$ cat src/rtl/spi_slave_responder.sv
// SPI mode-0 slave responder: oversamples ss/sck/mosi on clk and assembles MSB-first bytes.
// It answers with status_in on the first byte of a frame, then with fabric-supplied tx_data.
module spi_slave_responder #(
  parameter int SYNC_STAGES = 2,
  parameter int CNT_W       = 8
) (
  input  logic             clk,
  input  logic             rst,
  input  logic             ss,
  input  logic             sck,
  input  logic             mosi,
  input  logic [7:0]       status_in,
  input  logic [7:0]       tx_data,
  output logic             miso,
  output logic             miso_oe,
  output logic [7:0]       rx_data,
  output logic             rx_valid,
  output logic             tx_req,
  output logic             first_byte,
  output logic [CNT_W-1:0] byte_count,
  output logic             frame_end,
  output logic             frame_err
);

  typedef enum logic {IDLE, ACTIVE} state_t;

  localparam logic [CNT_W-1:0] CNT_ONE = {{(CNT_W-1){1'b0}}, 1'b1};

  logic [SYNC_STAGES-1:0] r_ss_sync;
  logic [SYNC_STAGES-1:0] r_sck_sync;
  logic [SYNC_STAGES-1:0] r_mosi_sync;
  logic                   r_ss_d;
  logic                   r_sck_d;

  state_t           r_state;
  logic [2:0]       r_bit_cnt;
  logic [7:0]       r_rx_sr;
  logic [7:0]       r_tx_sr;
  logic             r_seen_rise;
  logic             r_miso_oe;
  logic [7:0]       r_rx_data;
  logic             r_rx_valid;
  logic             r_tx_req;
  logic             r_first_byte;
  logic [CNT_W-1:0] r_byte_count;
  logic             r_frame_end;
  logic             r_frame_err;

  logic w_ss_s;
  logic w_sck_s;
  logic w_mosi_s;
  logic w_ss_fall;
  logic w_ss_rise;
  logic w_sck_rise;
  logic w_sck_fall;

  assign w_ss_s     = r_ss_sync[SYNC_STAGES-1];
  assign w_sck_s    = r_sck_sync[SYNC_STAGES-1];
  assign w_mosi_s   = r_mosi_sync[SYNC_STAGES-1];
  assign w_ss_fall  = r_ss_d & ~w_ss_s;
  assign w_ss_rise  = ~r_ss_d & w_ss_s;
  assign w_sck_rise = ~r_sck_d & w_sck_s;
  assign w_sck_fall = r_sck_d & ~w_sck_s;

  // ss idles high so the synchroniser clears to 1 and reset cannot fake a frame start.
  always_ff @(posedge clk or posedge rst) begin
    if (rst) begin
      r_ss_sync   <= '1;
      r_sck_sync  <= '0;
      r_mosi_sync <= '0;
      r_ss_d      <= 1'b1;
      r_sck_d     <= 1'b0;
    end else begin
      r_ss_sync   <= {r_ss_sync[SYNC_STAGES-2:0], ss};
      r_sck_sync  <= {r_sck_sync[SYNC_STAGES-2:0], sck};
      r_mosi_sync <= {r_mosi_sync[SYNC_STAGES-2:0], mosi};
      r_ss_d      <= w_ss_s;
      r_sck_d     <= w_sck_s;
    end
  end

  always_ff @(posedge clk or posedge rst) begin
    if (rst) begin
      r_state      <= IDLE;
      r_bit_cnt    <= 3'd0;
      r_rx_sr      <= 8'd0;
      r_tx_sr      <= 8'd0;
      r_seen_rise  <= 1'b0;
      r_miso_oe    <= 1'b0;
      r_rx_data    <= 8'd0;
      r_rx_valid   <= 1'b0;
      r_tx_req     <= 1'b0;
      r_first_byte <= 1'b0;
      r_byte_count <= '0;
      r_frame_end  <= 1'b0;
      r_frame_err  <= 1'b0;
    end else begin
      r_rx_valid   <= 1'b0;
      r_tx_req     <= 1'b0;
      r_first_byte <= 1'b0;
      r_frame_end  <= 1'b0;
      r_frame_err  <= 1'b0;
      case (r_state)
        IDLE: begin
          if (w_ss_fall) begin
            r_state      <= ACTIVE;
            r_bit_cnt    <= 3'd0;
            r_byte_count <= '0;
            r_tx_sr      <= status_in;
            r_seen_rise  <= 1'b0;
            r_miso_oe    <= 1'b1;
          end
        end
        ACTIVE: begin
          if (w_ss_rise) begin
            r_state     <= IDLE;
            r_frame_end <= 1'b1;
            r_frame_err <= (r_bit_cnt != 3'd0);
            r_miso_oe   <= 1'b0;
            r_tx_sr     <= 8'd0;
          end else if (w_sck_rise) begin
            r_rx_sr     <= {r_rx_sr[6:0], w_mosi_s};
            r_bit_cnt   <= r_bit_cnt + 3'd1;
            r_seen_rise <= 1'b1;
            if (r_bit_cnt == 3'd7) begin
              r_rx_data    <= {r_rx_sr[6:0], w_mosi_s};
              r_rx_valid   <= 1'b1;
              r_tx_req     <= 1'b1;
              r_first_byte <= (r_byte_count == '0);
              if (r_byte_count != '1)
                r_byte_count <= r_byte_count + CNT_ONE;
            end
          end else if (w_sck_fall && r_seen_rise) begin
            // bit_cnt wraps to 0 after the eighth rise, marking the byte boundary
            if (r_bit_cnt == 3'd0)
              r_tx_sr <= tx_data;
            else
              r_tx_sr <= {r_tx_sr[6:0], 1'b0};
          end
        end
        default: r_state <= IDLE;
      endcase
    end
  end

  assign miso       = r_tx_sr[7];
  assign miso_oe    = r_miso_oe;
  assign rx_data    = r_rx_data;
  assign rx_valid   = r_rx_valid;
  assign tx_req     = r_tx_req;
  assign first_byte = r_first_byte;
  assign byte_count = r_byte_count;
  assign frame_end  = r_frame_end;
  assign frame_err  = r_frame_err;

endmodule
$ cat config.mk
export PLATFORM = sky130hd
export DESIGN_NAME = spi_slave_responder
export DESIGN_NICKNAME = d
export VERILOG_FILES = /design/src/rtl/spi_slave_responder.sv
export SDC_FILE = /design/constraint.sdc
export NUM_CORES = 1
export LEC_CHECK = 0
export ABC_AREA = 1
export BUFFER_PORTS_ARGS = -buffer_cell sky130_fd_sc_hd__buf_4
export CORE_MARGIN = 5
export CORE_UTILIZATION = 45
export CTS_CLUSTER_SIZE = 14
export DETAILED_ROUTE_END_ITERATION = 16
export GPL_TIMING_DRIVEN = 0
export PLACE_DENSITY = 0.67
export SLEW_MARGIN = 0
export SYNTH_ARGS = -nofsm -noshare
export SYNTH_HDL_FRONTEND = slang
export SYNTH_SLANG_ARGS = --single-unit
$ cat constraint.sdc
create_clock -name clk -period 1.99 [get_ports clk]
set_input_delay 0.4975 -clock clk [delete_from_list [all_inputs] [get_ports clk]]
set_output_delay 0.4975 -clock clk [all_outputs]
set_load 0.005 [all_outputs]
==> summary.json <==
{
  "synth_simple_gate_area_share": {"value": 29.2, "unit": "%"},
  "cts_made_buffers": {"value": 5},
  "start_util": {"value": 46.0, "unit": "%"},
  "yosys-top-cells-count": {"value": "110 x sky130_fd_sc_hd__nand2_1, 46 x sky130_fd_sc_hd__dfrtp_1, 30 x sky130_fd_sc_hd__inv_1"},
  "worst_clock_skew": {"value": 7.25, "unit": "ps"},
  "synthCells": {"value": 283},
  "dp.final_hpwl": {"value": 3370, "unit": "um"},
  "finalSetupViolations": {"value": 0},
  "design.die.area": {"value": 6730, "unit": "sq um"},
  "power_per_cell_area": {"value": 810, "unit": "nW/um^2"},
  "p_int": {"value": 1.59, "unit": "mW"},
  "floorplan.io_pins": {"value": 44},
  "layout_setup_ws": {"value": 434, "unit": "ps"},
  "sw_frac_of_total": {"value": 31.1, "unit": "%"},
  "worst_pin_slew": {"value": 467, "unit": "ps"},
  "tritoncts_clock_tree": {"value": "built"},
  "routed_wirelength_normalized_by_instance_count": {"value": 11.1, "unit": "um"},
  "placeableCoreArea": {"value": 5070, "unit": "sq um"},
  "share_comb_of_total_power": {"value": 22.7, "unit": "%"},
  "die-height": {"value": 82.0, "unit": "um"},
  "period_needed": {"value": 1560, "unit": "ps"},
  "grt_first_pass_wirelength": {"value": 7810, "unit": "um"},
  "yosys.area_share.xor_xnor": {"value": 0, "unit": "%"},
  "clock.fmax": {"value": 643, "unit": "MHz"},
  "muxShareOfSynthArea": {"value": 0, "unit": "%"},
  "rows": {"value": 26},
  "worstPathRequired": {"value": 2180, "unit": "ps"},
  "netlist_area": {"value": 2330, "unit": "sq um"},
  "rsz0062_at_grt": {"value": "false"},
  "drt-pass1-iter-count": {"value": 4},
  "worstHoldPathType": {"value": "input port to asynchronous set/reset pin"},
  "hold_slack": {"value": 207, "unit": "ps"},
  "avgViaCountPerCell": {"value": 4.61},
  "drt-initial-drc-count": {"value": 96},
  "layout.cell_area.non_filler": {"value": 2850, "unit": "sq um"},
  "finalWirelength": {"value": 4500, "unit": "um"},
  "clock_latency": {"value": 300, "unit": "ps"},
  "dominantRegCellSynth": {"value": "sky130_fd_sc_hd__dfrtp_1"},
  "postSynth.asyncResetShare": {"value": 100, "unit": "%"},
  "synth.top_cells.by_area": {"value": "sky130_fd_sc_hd__dfrtp_1 49%, sky130_fd_sc_hd__nand2_1 18%, sky130_fd_sc_hd__inv_1 4.8%, sky130_fd_sc_hd__o21ai_0 4.3%, sky130_fd_sc_hd__nor2_1 4.2%"},
  "leakagePower": {"value": 1.55, "unit": "nW"},
  "postSynthNetCount": {"value": 309},
  "cts_buffer_depth": {"value": 2},
  "max_slew_margin": {"value": 68.8, "unit": "%"},
  "cts_htree_levels": {"value": 2},
  "insertedDiodeCount": {"value": 0},
  "worstSetupEndpointType": {"value": "flip-flop"},
  "synth-adder-area-share": {"value": 2.68, "unit": "%"},
  "postSynthAreaPerCell": {"value": 8.25, "unit": "sq um"},
  "drive_gt1_share": {"value": 24.8, "unit": "%"},
  "yosysTopAreaCell": {"value": "sky130_fd_sc_hd__dfrtp_1"},
  "die_w": {"value": 82.0, "unit": "um"},
  "ys_types": {"value": 26},
  "post_cts_setup_bufs": {"value": 0},
  "timing_max_transition_violations_final": {"value": 0},
  "hold_viol_final": {"value": 0},
  "place_ws": {"value": 440, "unit": "ps"},
  "timing.critical_path.fanout_max": {"value": 9},
  "synth_top_family_by_area": {"value": "simple AND/OR/NAND/NOR gates"},
  "route.detailed.drc": {"value": 0},
  "power.clock.fraction": {"value": 24.1, "unit": "%"},
  "pwr-share-seq": {"value": 53.2, "unit": "%"},
  "finalWeightedCongestion": {"value": 0.822},
  "grt_max_degree": {"value": 30},
  "peakVddDrop": {"value": 534, "unit": "uV"},
  "synth.top_cell.area_share": {"value": 49.3, "unit": "%"},
  "dpl-instance-area": {"value": 2770, "unit": "sq um"},
  "ant_nets": {"value": 0},
  "timing.setup.critical_path_class": {"value": "flip-flop to flip-flop"},
  "run_status": {"value": "finished, final reports clean"},
  "grt-ovfl-total": {"value": 0},
  "num_vias": {"value": 1867},
  "period_share": {"value": 78.2, "unit": "%"},
  "stdcell_count": {"value": 405},
  "number_of_global_route_vias_before_repair": {"value": 1777},
  "grt_use_total": {"value": 15.0, "unit": "%"},
  "totalNegativeSetupSlack": {"value": 0, "unit": "ps"},
  "switchingPower": {"value": 717, "unit": "uW"},
  "synth-warning-count": {"value": 0},
  "synth-seq-area-share": {"value": 52.7, "unit": "%"},
  "synth_compound_gate_area_share": {"value": 7.77, "unit": "%"},
  "timing.max_cap.violations": {"value": 0},
  "arrival": {"value": 1750, "unit": "ps"},
  "synth_seq_cells": {"value": 49},
  "post_cts_clock_slew_at_the_launch_and_capture_registers_of_the_worst_setup_and_hold_paths": {"value": 90, "unit": "ps"},
  "cts_repair_resize_count": {"value": 0},
  "dpl.cell_count": {"value": 397},
  "ctsRootBufferMaster": {"value": "sky130_fd_sc_hd__clkbuf_8"},
  "count_of_flip_flops_with_a_built_in_enable_after_synthesis": {"value": 0},
  "startpoint_type": {"value": "flip-flop"},
  "clock_sinks": {"value": 49},
  "area_growth_syn_to_layout": {"value": 22.0, "unit": "%"},
  "numPortBuffers": {"value": 43},
  "fin_nets": {"value": 360},
  "synthMostInstantiatedCell": {"value": "sky130_fd_sc_hd__nand2_1"},
  "layout.filler_cells": {"value": 493},
  "hold_buffers": {"value": 0},
  "number_of_antenna_violations_at_the_first_check_in_global_routing": {"value": 0}
}
[critical path: stages, from the launching register on]
cell and delay (ps):
sky130_fd_sc_hd__dfstp_2 530, sky130_fd_sc_hd__inv_1 60, sky130_fd_sc_hd__nand2_4 90, sky130_fd_sc_hd__nand2_4 80, sky130_fd_sc_hd__o21ai_2 360, sky130_fd_sc_hd__inv_2 170, sky130_fd_sc_hd__nand2_1 110, sky130_fd_sc_hd__nand2_1 50
[flip-flops by register name (all words and copies together), names as in the netlist, 2 cells and up]
| name | count |
|---|---|
| r_ss_sync | 2 |
| rx_data | 8 |
| r_bit_cnt | 3 |
| r_mosi_sync | 2 |
| r_sck_sync | 2 |
| r_tx_sr | 8 |
| r_rx_sr | 7 |
| byte_count | 8 |
[final cells by class]
class                   instances  area [sq um]  share of cell area (%)
flip-flops and latches         49          1230                    43.2
multi-input cells             193           925                    32.5
repair buffers                 44           343                    12.0
inverters                      35           139                    4.88
well taps                      70          87.6                    3.08
clock buffers                   6          72.6                    2.55
plain buffers                   6          41.3                    1.45
clock inverters                 2          10.0                   0.351
[stage by stage]
stage	utilization [%]	total power [mW]
2_1_floorplan	-	1.59
3_3_place_gp	54.1	1.76
3_5_place_dp	54.5	1.78
4_1_cts	56.1	2.34
5_1_grt	56.1	2.49
6_report	56.1	2.31
[cell usage in the layout, fill, tap and decap left out]
cell type	count
sky130_fd_sc_hd__nand2_4	2
sky130_fd_sc_hd__nor3_1	3
sky130_fd_sc_hd__nor3_2	1
sky130_fd_sc_hd__o21ai_2	5
sky130_fd_sc_hd__nand3_2	1
sky130_fd_sc_hd__ha_1	5
sky130_fd_sc_hd__nand2_2	3
sky130_fd_sc_hd__nand2_8	1
sky130_fd_sc_hd__clkbuf_1	1
sky130_fd_sc_hd__inv_8	1
sky130_fd_sc_hd__dfstp_2	3
sky130_fd_sc_hd__a21oi_1	5
sky130_fd_sc_hd__buf_4	45
sky130_fd_sc_hd__clkinv_2	2
sky130_fd_sc_hd__inv_1	29
sky130_fd_sc_hd__buf_2	3
sky130_fd_sc_hd__buf_6	1
sky130_fd_sc_hd__o21a_1	1
sky130_fd_sc_hd__o21ai_0	20
sky130_fd_sc_hd__nor2_1	26
sky130_fd_sc_hd__o21ai_1	1
sky130_fd_sc_hd__dfrtp_1	46
sky130_fd_sc_hd__inv_2	5
sky130_fd_sc_hd__nor2_8	1
sky130_fd_sc_hd__nor2_2	1
sky130_fd_sc_hd__nor2_4	2
sky130_fd_sc_hd__nand2_1	110
sky130_fd_sc_hd__nand3_1	5
sky130_fd_sc_hd__buf_12	1
sky130_fd_sc_hd__clkbuf_8	5
[cells by family (layout without fill, tap and decap cells)]
group                      count (synthesis)  count (layout)
adders and majority gates                  5               5
buffers and inverters                     41              93
DFF                                       49              49
and+or+nand+nor                          156             156
AOI/OAI and AO/OA                         32              32
[power groups by stage]
stage          combinational [mW]  sequential (mW)  clock [mW]
6_report                    0.525             1.23       0.555
5_1_grt                     0.608             1.25       0.630
4_1_cts                     0.536             1.23       0.580
3_5_place_dp                0.534             1.25           0
3_3_place_gp                0.515             1.24           0
2_1_floorplan               0.359             1.23           0
[routing by layer]
layer | share of wire [%] | up-vias | GRT usage [%]
met1 | 45 | 856 | 18.2
met5 | 0 | - | 0
li1 | - | 965 | -
met2 | 48 | 40 | 25.2
met4 | 1.2 | 0 | 5.32
met3 | 5.1 | 6 | 4.39
[worst paths after layout]
path / startpoint / end / slack [ps] / depth (start not counted)
max: r_ss_d$_DFF_PP1_ / r_tx_sr[1]$_DFFE_PP0P_ / 430 / 7
min: rst / frame_end$_DFF_PP0_ / 210 / 2
max reg2reg: r_ss_d$_DFF_PP1_ / r_tx_sr[1]$_DFFE_PP0P_ / 430 / 7
min reg2reg: r_ss_sync[0]$_DFF_PP1_ / r_ss_sync[1]$_DFF_PP1_ / 360 / 0
max in group asynchronous: rst / r_state$_DFF_PP0_ / 1270 / 3
min in group clk: ss / r_ss_sync[0]$_DFF_PP1_ / 300 / 1
No activity file was read; power rests on OpenSTA's default activity.
